File: src/rtl/ram_arbiter_pkg.sv
// Shared types for the CPU/DMA system-RAM arbiter: FSM states, slot-owner codes
// and counter-width helper.
package ram_arbiter_pkg;

   localparam int unsigned DW = 8;

   typedef enum logic {
      S_CPU = 1'b0,
      S_DMA = 1'b1
   } state_t;

   typedef enum logic [1:0] {
      OWN_NONE = 2'd0,
      OWN_CPU  = 2'd1,
      OWN_DMA  = 2'd2
   } owner_t;

   // Bits needed to hold a count in the range 0..max_val.
   function automatic int unsigned cnt_width(input int unsigned max_val);
      return (max_val < 2) ? 1 : $clog2(max_val + 1);
   endfunction

endpackage

File: src/rtl/ram_arbiter_ctrl.sv
// Slot-ownership FSM: CPU has priority, DMA takes idle slots and is forced in
// for a bounded burst once it has been denied STARVE_MAX consecutive cycles.
module ram_arbiter_ctrl
   import ram_arbiter_pkg::*;
#(
   parameter int unsigned STARVE_MAX = 4,
   parameter int unsigned BURST_MAX  = 8
) (
   input  logic   clk,
   input  logic   reset,
   input  logic   cpu_sel,
   input  logic   dma_req,
   output owner_t owner_c
);

   localparam int unsigned SW = cnt_width(STARVE_MAX);
   localparam int unsigned BW = cnt_width(BURST_MAX);
   localparam logic [SW-1:0] STARVE_LAST = SW'(STARVE_MAX - 1);
   localparam logic [SW-1:0] STARVE_TOP  = SW'(STARVE_MAX);
   localparam logic [BW-1:0] BURST_LAST  = BW'(BURST_MAX - 1);

   state_t          state_q, state_d;
   logic [SW-1:0]   starve_q, starve_d;
   logic [BW-1:0]   burst_q, burst_d;

   always_ff @(posedge clk or posedge reset) begin
      if (reset) begin
         state_q  <= S_CPU;
         starve_q <= '0;
         burst_q  <= '0;
      end else begin
         state_q  <= state_d;
         starve_q <= starve_d;
         burst_q  <= burst_d;
      end
   end

   // Owner is forced to NONE while reset is held so nothing touches RAM.
   always_comb begin
      state_d  = state_q;
      starve_d = starve_q;
      burst_d  = burst_q;
      owner_c  = OWN_NONE;

      if (!reset) begin
         case (state_q)
            S_CPU: begin
               if (dma_req && !cpu_sel) begin
                  owner_c = OWN_DMA;
               end else if (cpu_sel) begin
                  owner_c = OWN_CPU;
               end

               if (owner_c == OWN_DMA || !dma_req) begin
                  starve_d = '0;
               end else if (cpu_sel) begin
                  if (starve_q == STARVE_LAST) begin
                     state_d = S_DMA;
                     burst_d = '0;
                  end
                  if (starve_q != STARVE_TOP) begin
                     starve_d = SW'(starve_q + 1'b1);
                  end
               end
            end

            S_DMA: begin
               if (dma_req) begin
                  owner_c = OWN_DMA;
               end else if (cpu_sel) begin
                  owner_c = OWN_CPU;
               end

               if (!dma_req) begin
                  state_d  = S_CPU;
                  starve_d = '0;
               end else begin
                  burst_d = BW'(burst_q + 1'b1);
                  if (burst_q == BURST_LAST) begin
                     state_d  = S_CPU;
                     starve_d = '0;
                  end
               end
            end

            default: begin
               state_d = S_CPU;
            end
         endcase
      end
   end

endmodule

File: src/rtl/ram_arbiter.sv
// Shares the single-port system RAM between the 65xx CPU and a DMA requester;
// owns the RAM address/write mux, CPU RDY and the read-data return paths.
module ram_arbiter
   import ram_arbiter_pkg::*;
#(
   parameter int unsigned AW         = 16,
   parameter int unsigned STARVE_MAX = 4,
   parameter int unsigned BURST_MAX  = 8
) (
   input  logic          clk,
   input  logic          reset,
   input  logic [AW-1:0] cpu_ab,
   input  logic [DW-1:0] cpu_do,
   input  logic          cpu_we_n,
   input  logic          cpu_sel,
   output logic          cpu_rdy,
   output logic [DW-1:0] cpu_di,
   input  logic          dma_req,
   input  logic          dma_we,
   input  logic [AW-1:0] dma_addr,
   input  logic [DW-1:0] dma_wdata,
   output logic          dma_gnt,
   output logic          dma_rvalid,
   output logic [DW-1:0] dma_rdata,
   output logic [AW-1:0] ram_addr,
   output logic          ram_we,
   output logic [DW-1:0] ram_wdata,
   input  logic [DW-1:0] ram_rdata
);

   owner_t        owner_c;
   owner_t        owner_q;
   logic [DW-1:0] cpu_di_hold;

   ram_arbiter_ctrl #(
      .STARVE_MAX (STARVE_MAX),
      .BURST_MAX  (BURST_MAX)
   ) u_ctrl (
      .clk     (clk),
      .reset   (reset),
      .cpu_sel (cpu_sel),
      .dma_req (dma_req),
      .owner_c (owner_c)
   );

   // RAM port mux; an unowned slot presents the CPU address with no write.
   always_comb begin
      ram_addr  = cpu_ab;
      ram_we    = 1'b0;
      ram_wdata = cpu_do;
      case (owner_c)
         OWN_DMA: begin
            ram_addr  = dma_addr;
            ram_we    = dma_we;
            ram_wdata = dma_wdata;
         end
         OWN_CPU: begin
            ram_we = ~cpu_we_n;
         end
         default: ;
      endcase
   end

   assign dma_gnt = (owner_c == OWN_DMA);
   assign cpu_rdy = ~(cpu_sel & (owner_c == OWN_DMA));

   always_ff @(posedge clk or posedge reset) begin
      if (reset) begin
         owner_q     <= OWN_NONE;
         dma_rvalid  <= 1'b0;
         cpu_di_hold <= '0;
      end else begin
         owner_q    <= owner_c;
         dma_rvalid <= dma_gnt & ~dma_we;
         if (owner_q == OWN_CPU) begin
            cpu_di_hold <= ram_rdata;
         end
      end
   end

   // A stalled CPU keeps seeing the data of its last serviced access.
   assign cpu_di    = (owner_q == OWN_CPU) ? ram_rdata : cpu_di_hold;
   assign dma_rdata = ram_rdata;

endmodule

File: config.mk
export PLATFORM = sky130hd
export DESIGN_NAME = ram_arbiter
export DESIGN_NICKNAME = d
export VERILOG_FILES = /design/src/rtl/ram_arbiter_pkg.sv /design/src/rtl/ram_arbiter_ctrl.sv /design/src/rtl/ram_arbiter.sv
export SDC_FILE = /design/constraint.sdc
export NUM_CORES = 1
export LEC_CHECK = 0
export CAP_MARGIN = 20
export CORE_MARGIN = 4
export CORE_UTILIZATION = 34
export DETAILED_ROUTE_END_ITERATION = 6
export PLACE_DENSITY = 0.85
export SLEW_MARGIN = 40
export SYNTH_ARGS = -nofsm -noshare
export SYNTH_HDL_FRONTEND = slang
export SYNTH_HIERARCHICAL = 1
export SYNTH_SLANG_ARGS = --single-unit
File: constraint.sdc
create_clock -name clk -period 2.98 [get_ports clk]
set_clock_uncertainty 0.05 [all_clocks]
set_input_delay 0.745 -clock clk [delete_from_list [all_inputs] [get_ports clk]]
set_output_delay 0.745 -clock clk [all_outputs]
set_load 0.1 [all_outputs]
-- Word level (Yosys, flattened, before mapping)
Index checks and enable logic that the tools add are counted.
- add/subtract/negate cells: 2
- equal/unequal tests: 14
- multiplexer cells: 28
- bitwise logic cells: 7
- reduce and logical (&&, ||, !) cells: 6
- operator list (kind ; number):
    $mux W16 ; 1
    $mux W4 ; 4
    $mux W8 ; 2
    $mux W3 ; 5
    $mux W2 ; 5
    $pmux W4 S2 ; 1
    $mux W1 ; 6
    $ne A2 B2 Y1 const B ; 3
    $ne A3 B3 Y1 const B ; 2
    $pmux W3 S2 ; 1
    $not A1 Y1 ; 5
    $reduce_and A5 Y1 ; 1
    $add A4 B1 Y4 const B ; 1
    $eq A2 B1 Y1 const B ; 2
    $eq A2 B2 Y1 const B ; 2
    $eq A4 B3 Y1 const B ; 1
    $pmux W1 S2 ; 2
    $pmux W2 S2 ; 1
    $reduce_and A4 Y1 ; 1
    $add A3 B1 Y3 const B ; 1
    $eq A3 B2 Y1 const B ; 1
    $ne A3 B1 Y1 const B ; 1
    $ne A3 B2 Y1 const B ; 1
    $and A1 B1 Y1 ; 2
    other kinds (4) ; 5
- register bits after elaboration: 19
- input bits: 62
- output and inout port bits: 44
- logic and storage cells: 63

-- Depth between registers and ports, before layout
- depth after elaboration: 10
- gate-level depth with buffers: 9
- depth with buffers taken out: 6

-- Modules after synthesis
Netlist, hierarchy kept.
- by module, submodules not included (module ; instances ; cells an instance ; area each (µm²) ; sequential area each (µm²)):
    ram_arbiter ; 1 ; 66 ; 880.8 ; 275.3
    ram_arbiter_ctrl ; 1 ; 50 ; 509.2 ; 200.2

-- Least setup slack after synthesis
Ideal clock, no wire load.
- path type: input-to-output
- start: in dma_req
- end: out ram_we
- arrival: 3.973 ns
- data required time: 2.185 ns
- setup slack: -1.788 ns
- stages: 8
- path buffers: 3
- path through: nor2b_1 -> buf_4 -> nor2b_1 -> ha_1 -> buf_6 -> buf_6 -> nand2_1 -> a21oi_1
- cells in the longest elaborated chain, start to end: 8
- elaborated cells between the ends (all ways): 10
- classes of those cells: 2 x eq/ne; 7 x mux; 1 x reduce/logical
- RTL lines (what ; line ; RTL):
    start, declared ; ram_arbiter.sv:18 ; input logic dma_req,
    $logic_and A1 B1 Y1 ; ram_arbiter_ctrl.sv:48 ; if (dma_req && !cpu_sel) begin
    $mux W2 ; ram_arbiter_ctrl.sv:48 ;
    $mux W2 ; ram_arbiter_ctrl.sv:46 ; case (state_q)
    $mux W2 ; ram_arbiter_ctrl.sv:45 ; if (!reset) begin
    $pmux W2 S2 (*) ; ram_arbiter_ctrl.sv:46 ;
    $mux W2 (*) ; ram_arbiter_ctrl.sv:45 ;
    net owner_c[1] ; ram_arbiter.sv:31 ; owner_t owner_c;
    $eq A2 B2 Y1 (*) ; -- ;
    net dma_gnt ; ram_arbiter.sv:22 ; output logic dma_gnt,
    $pmux W1 S2 (*) ; ram_arbiter.sv:51 ; case (owner_c)
    end, declared ; ram_arbiter.sv:26 ; output logic ram_we,
The timed path passes the listed nets; every way through them passes the cells marked *. The select of a mux whose other input is x is not followed.

-- Worst setup path after layout
- start: in dma_req
- end: out ram_addr[1]
- cells in the longest elaborated chain, start to end: 8
- elaborated cells between the ends (all ways): 9
- classes of those cells: 1 x eq/ne; 7 x mux; 1 x reduce/logical
- RTL lines (what ; line ; RTL):
    $logic_and A1 B1 Y1 ; ram_arbiter_ctrl.sv:48 ;
    $mux W2 ; ram_arbiter_ctrl.sv:48 ;
    $mux W2 ; ram_arbiter_ctrl.sv:46 ;
    $mux W2 ; ram_arbiter_ctrl.sv:45 ;
    $pmux W2 S2 (*) ; ram_arbiter_ctrl.sv:46 ;
    $mux W2 (*) ; ram_arbiter_ctrl.sv:45 ;
    net owner_c[0] ; ram_arbiter.sv:31 ;
    $eq A2 B2 Y1 (*) ; ram_arbiter.sv:51 ;
    $mux W16 (*) ; ram_arbiter.sv:51 ;
    end, declared ; ram_arbiter.sv:25 ; output logic [AW-1:0] ram_addr,
Marked as above.

==> impl_table.tex <==
\begin{tabular}{lr}
\hline
Metric & Value \\
\hline
\multicolumn{2}{l}{\textbf{Outcome}} \\
\quad Result of the run & finished clean \\
\multicolumn{2}{l}{\textbf{Clocking}} \\
\quad Number of buffers on the longest clock path & 2 \\
\quad \# H-tree levels & 1 \\
\quad Clock latency on the worst-skew pair & between 0.2 and 0.3 ns \\
\quad Number of buffers created by CTS & 3 \\
\quad CTS tree & yes \\
\quad Clock edge transition at the registers on the reported setup and hold paths & 0.07 ns \\
\quad Total clock sinks & 19 \\
\quad Root buffer selected by CTS & clkbuf\_8 \\
\multicolumn{2}{l}{\textbf{Worst setup path}} \\
\quad Endpoint required time on the critical path & approximately 2.2 ns \\
\quad Critical path arrival & 2.13 ns \\
\quad Launching element type of the critical path & primary input \\
\quad Kind of end point of the critical path & output port \\
\quad Highest net fanout along the worst path & 8 \\
\quad Critical path start-end classification & in2out \\
\multicolumn{2}{l}{\textbf{Drt}} \\
\quad Routed len/inst & about 21 um \\
\quad Total wire length after detailed routing & approximately 6000 um \\
\quad Drt first-iter violations & 25 \\
\quad Number of vias in the routed layout & 1356 \\
\quad Post-route antenna net violation count & 0 \\
\quad Residual DRC & 0 \\
\quad Detail-routed via count per cell & between 4 and 5 \\
\quad First drt pass iteration count & 4 \\
\multicolumn{2}{l}{\textbf{Synthesis}} \\
\quad Combined area of all synthesized cells & $\sim$1400 sq um \\
\quad Post-synthesis area per instance & about 12 sq um \\
\quad Post-synthesis register bit count & 19 \\
\quad Cell accounting for the most synthesized area & dfrtp\_1 \\
\quad Post-Syn Nets & around 180 \\
\quad Synthesized instance count & roughly 120 \\
\quad Leading cell types by total area after synthesis & dfrtp\_1 34\%, mux2\_4 18\%, mux2\_2 13\% \\
\quad Share of the yosys chip area belonging to registers & 34.2\% \\
\quad Area share of the largest cell type after synthesis & between 30 and 40\% \\
\quad YS warnings & 6 \\
\quad Synth unique cells & 31 \\
\multicolumn{2}{l}{\textbf{Cells and area}} \\
\quad Most frequent cells in the layout & 58 x clkdlybuf4s50\_1, 45 x buf\_12, 24 x mux2\_4, 20 x buf\_4, 19 x dfrtp\_1 \\
\quad Final Cell Area & between 3000 and 4000 sq um \\
\quad Fraction of layout instances using a drive strength above 1 & 51.7\% \\
\quad Number of nets in the layout & 303 \\
\quad Most frequent standard cell in the layout excluding fill and tap cells & clkdlybuf4s50\_1 \\
\quad Core utilization of the finished layout & a little over four fifths \\
\quad Area grow syn2layout & 129\% \\
\quad Filler cells & roughly 200 \\
\quad Number of diodes & 0 \\
\multicolumn{2}{l}{\textbf{Power and ir drop}} \\
\quad Power per unit of standard cell area & 511 nW/um\^{}2 \\
\quad Leakage power total & between 0.001 and 0.0015 uW \\
\quad Max IR drop VDD & roughly 500 uV \\
\quad Post-layout total power & approximately 1600 uW \\
\multicolumn{2}{l}{\textbf{Floorplanning}} \\
\quad Horiz. Die Dim & 71.9 um \\
\quad Vert. Die Dim & $\sim$72 um \\
\quad Effective utilization at floorplan & a little over a third \\
\quad Cell Rows & 22 \\
\quad Core Box Area & roughly 3800 sq um \\
\quad Die area & 5180 sq um \\
\quad Total I/O pin count & $\sim$110 \\
\multicolumn{2}{l}{\textbf{Placement}} \\
\quad DPL Wire Length & roughly 4400 um \\
\quad \# port buffers & $\sim$110 \\
\quad Placed Instance Area & 2980 sq um \\
\quad Placer congestion estimate & between 0.8 and 0.9 \\
\multicolumn{2}{l}{\textbf{Global routing}} \\
\quad Pin count of the biggest net entering global routing & 12 \\
\quad Number of global-route vias before repair & about 1500 \\
\quad Total global routing track utilization & between 20 and 25\% \\
\quad Met2 layer usage reported by global route & between 40\% and 50\% \\
\quad Wire length of the first global-routing pass & around 8600 um \\
\quad Total gr overflow & 0 \\
\quad Busiest grt layer & met2 \\
\quad Met1 global-route usage & approximately 22\% \\
\quad Initial antenna violation count & 0 \\
\quad Met3 track demand over resource & 5.54\% \\
\multicolumn{2}{l}{\textbf{Job}} \\
\quad Max Cap Viol & 0 \\
\multicolumn{2}{l}{\textbf{Timing}} \\
\quad Fin crit share & just under 100\% \\
\quad Final Setup Violations & 0 \\
\quad Sum of negative setup slack & 0 ns \\
\quad Final hold violation count & 0 \\
\quad Actual slew at the worst max-slew pin & about 0.44 ns \\
\quad Peak Freq & about 340 MHz \\
\quad RSZ-0062 raised after global routing & false \\
\quad Post-route minimum period & between 2 and 3 ns \\
\quad Worst slew margin relative to its limit & between 70 and 80\% \\
\quad Final-report max-slew violation count & 0 \\
\multicolumn{2}{l}{\textbf{Worst hold path}} \\
\quad Min-Delay Path Class & reg2reg \\
\hline
\end{tabular}
[cell families after synthesis]
logic type               Yosys count  synth area share, %
AO/OA/AOI/OAI                     13                 7.20
adder cells (fa/ha/maj)            6                 5.40
buffers and inverters             22                 11.3
flip-flops                        19                 34.2
multiplexers                      34                 32.0
AND/OR/NAND/NOR                   22                 9.90
[per-layer routing]
layer | vias up | wire length (um)
li1 | 640 | -
met1 | 651 | 2100
met2 | 63 | 3310
met3 | 2 | 430
met4 | 0 | 15
met5 | - | 0
[what timing repair did]
item | 4_1_cts | 5_1_grt
resized for setup | 24 | 7
hold buffers | 0 | 0
setup endpoints to repair | 26 | 25
pin swaps | 5 | 4
cloned | 2 | 0
setup buffers | 8 | 1
[critical path: stages]
cell and delay (ns):
buf_6 0.10, and2_4 0.14, nor3b_4 0.20, inv_2 0.07
ha_4 0.22, buf_12 0.16, mux2_4 0.32, buf_12 0.17
[registers in the layout, indices dropped and copies added, names as in the netlist]
signal,cells
cpu_di_hold,8
dma_rvalid,1
owner_q,2
u_ctrl/state_q,1
u_ctrl/burst_q,4
u_ctrl/starve_q,3
[per-stage QoR]
step	setup slack, ns	instances	hold slack, ns
final	0.0506	282	0.488
after global routing	0.00233	282	0.499
after CTS	0.00817	282	0.480
after detailed placement	-0.365	269	0.474
after global placement	-0.279	269	0.456
after floorplan	-0.298	116	0.428
[path summary, 6_finish.rpt]
| check | cells after the start | slack, ns | endpoint | from |
|---|---|---|---|---|
| min reg2reg | 1 | 0.49 | u_ctrl/starve_q[0] | u_ctrl/starve_q[0] |
| min | 1 | 0.49 | u_ctrl/starve_q[0] | u_ctrl/starve_q[0] |
| max in group asynchronous | 3 | 1.93 | cpu_di_hold[3] | reset |
| max | 8 | 0.05 | ram_addr[1] | dma_req |
| max reg2reg | 6 | 1.47 | dma_rvalid | u_ctrl/state_q |
| min in group asynchronous | 3 | 0.61 | u_ctrl/burst_q[3] | reset |
[layout make-up]
cell class                      instances  area (sq um)  area share [%]
Multi-Input combinational cell         75           867            27.2
Clock buffer                            4          45.0            1.41
Sequential cell                        19           475            14.9
Timing Repair Buffer                  128          1710            53.6
Tap cell                               48          60.1            1.89
Inverter                                8          30.0           0.943
[power breakdown]
| group | internal, uW | switching (uW) |
|---|---|---|
| clock network | 95.1 | 88.3 |
| registers | 315 | 41.7 |
| logic | 456 | 630 |
[Yosys cell counts]
cell type / count
buf_12: 1
nand2b_1: 1
nand2_1: 5
a21oi_1: 2
buf_4: 9
a21oi_2: 1
a31oi_1: 2
mux2_4: 17
a32o_1: 1
mux2_2: 16
nor2b_4: 1
a21o_1: 1
inv_1: 8
a22o_1: 2
nand3b_1: 2
buf_6: 3
nand3_1: 2
dfrtp_1: 19
ha_1: 6
o211ai_1: 1
and2_1: 1
nor2b_1: 4
and4_1: 1
a2bb2oi_1: 1
mux2i_1: 1
nand4_1: 2
nand2_2: 1
clkbuf_2: 1
nor3b_1: 2
o221ai_1: 1
a31o_2: 1
(Power assumes the default switching activity.)
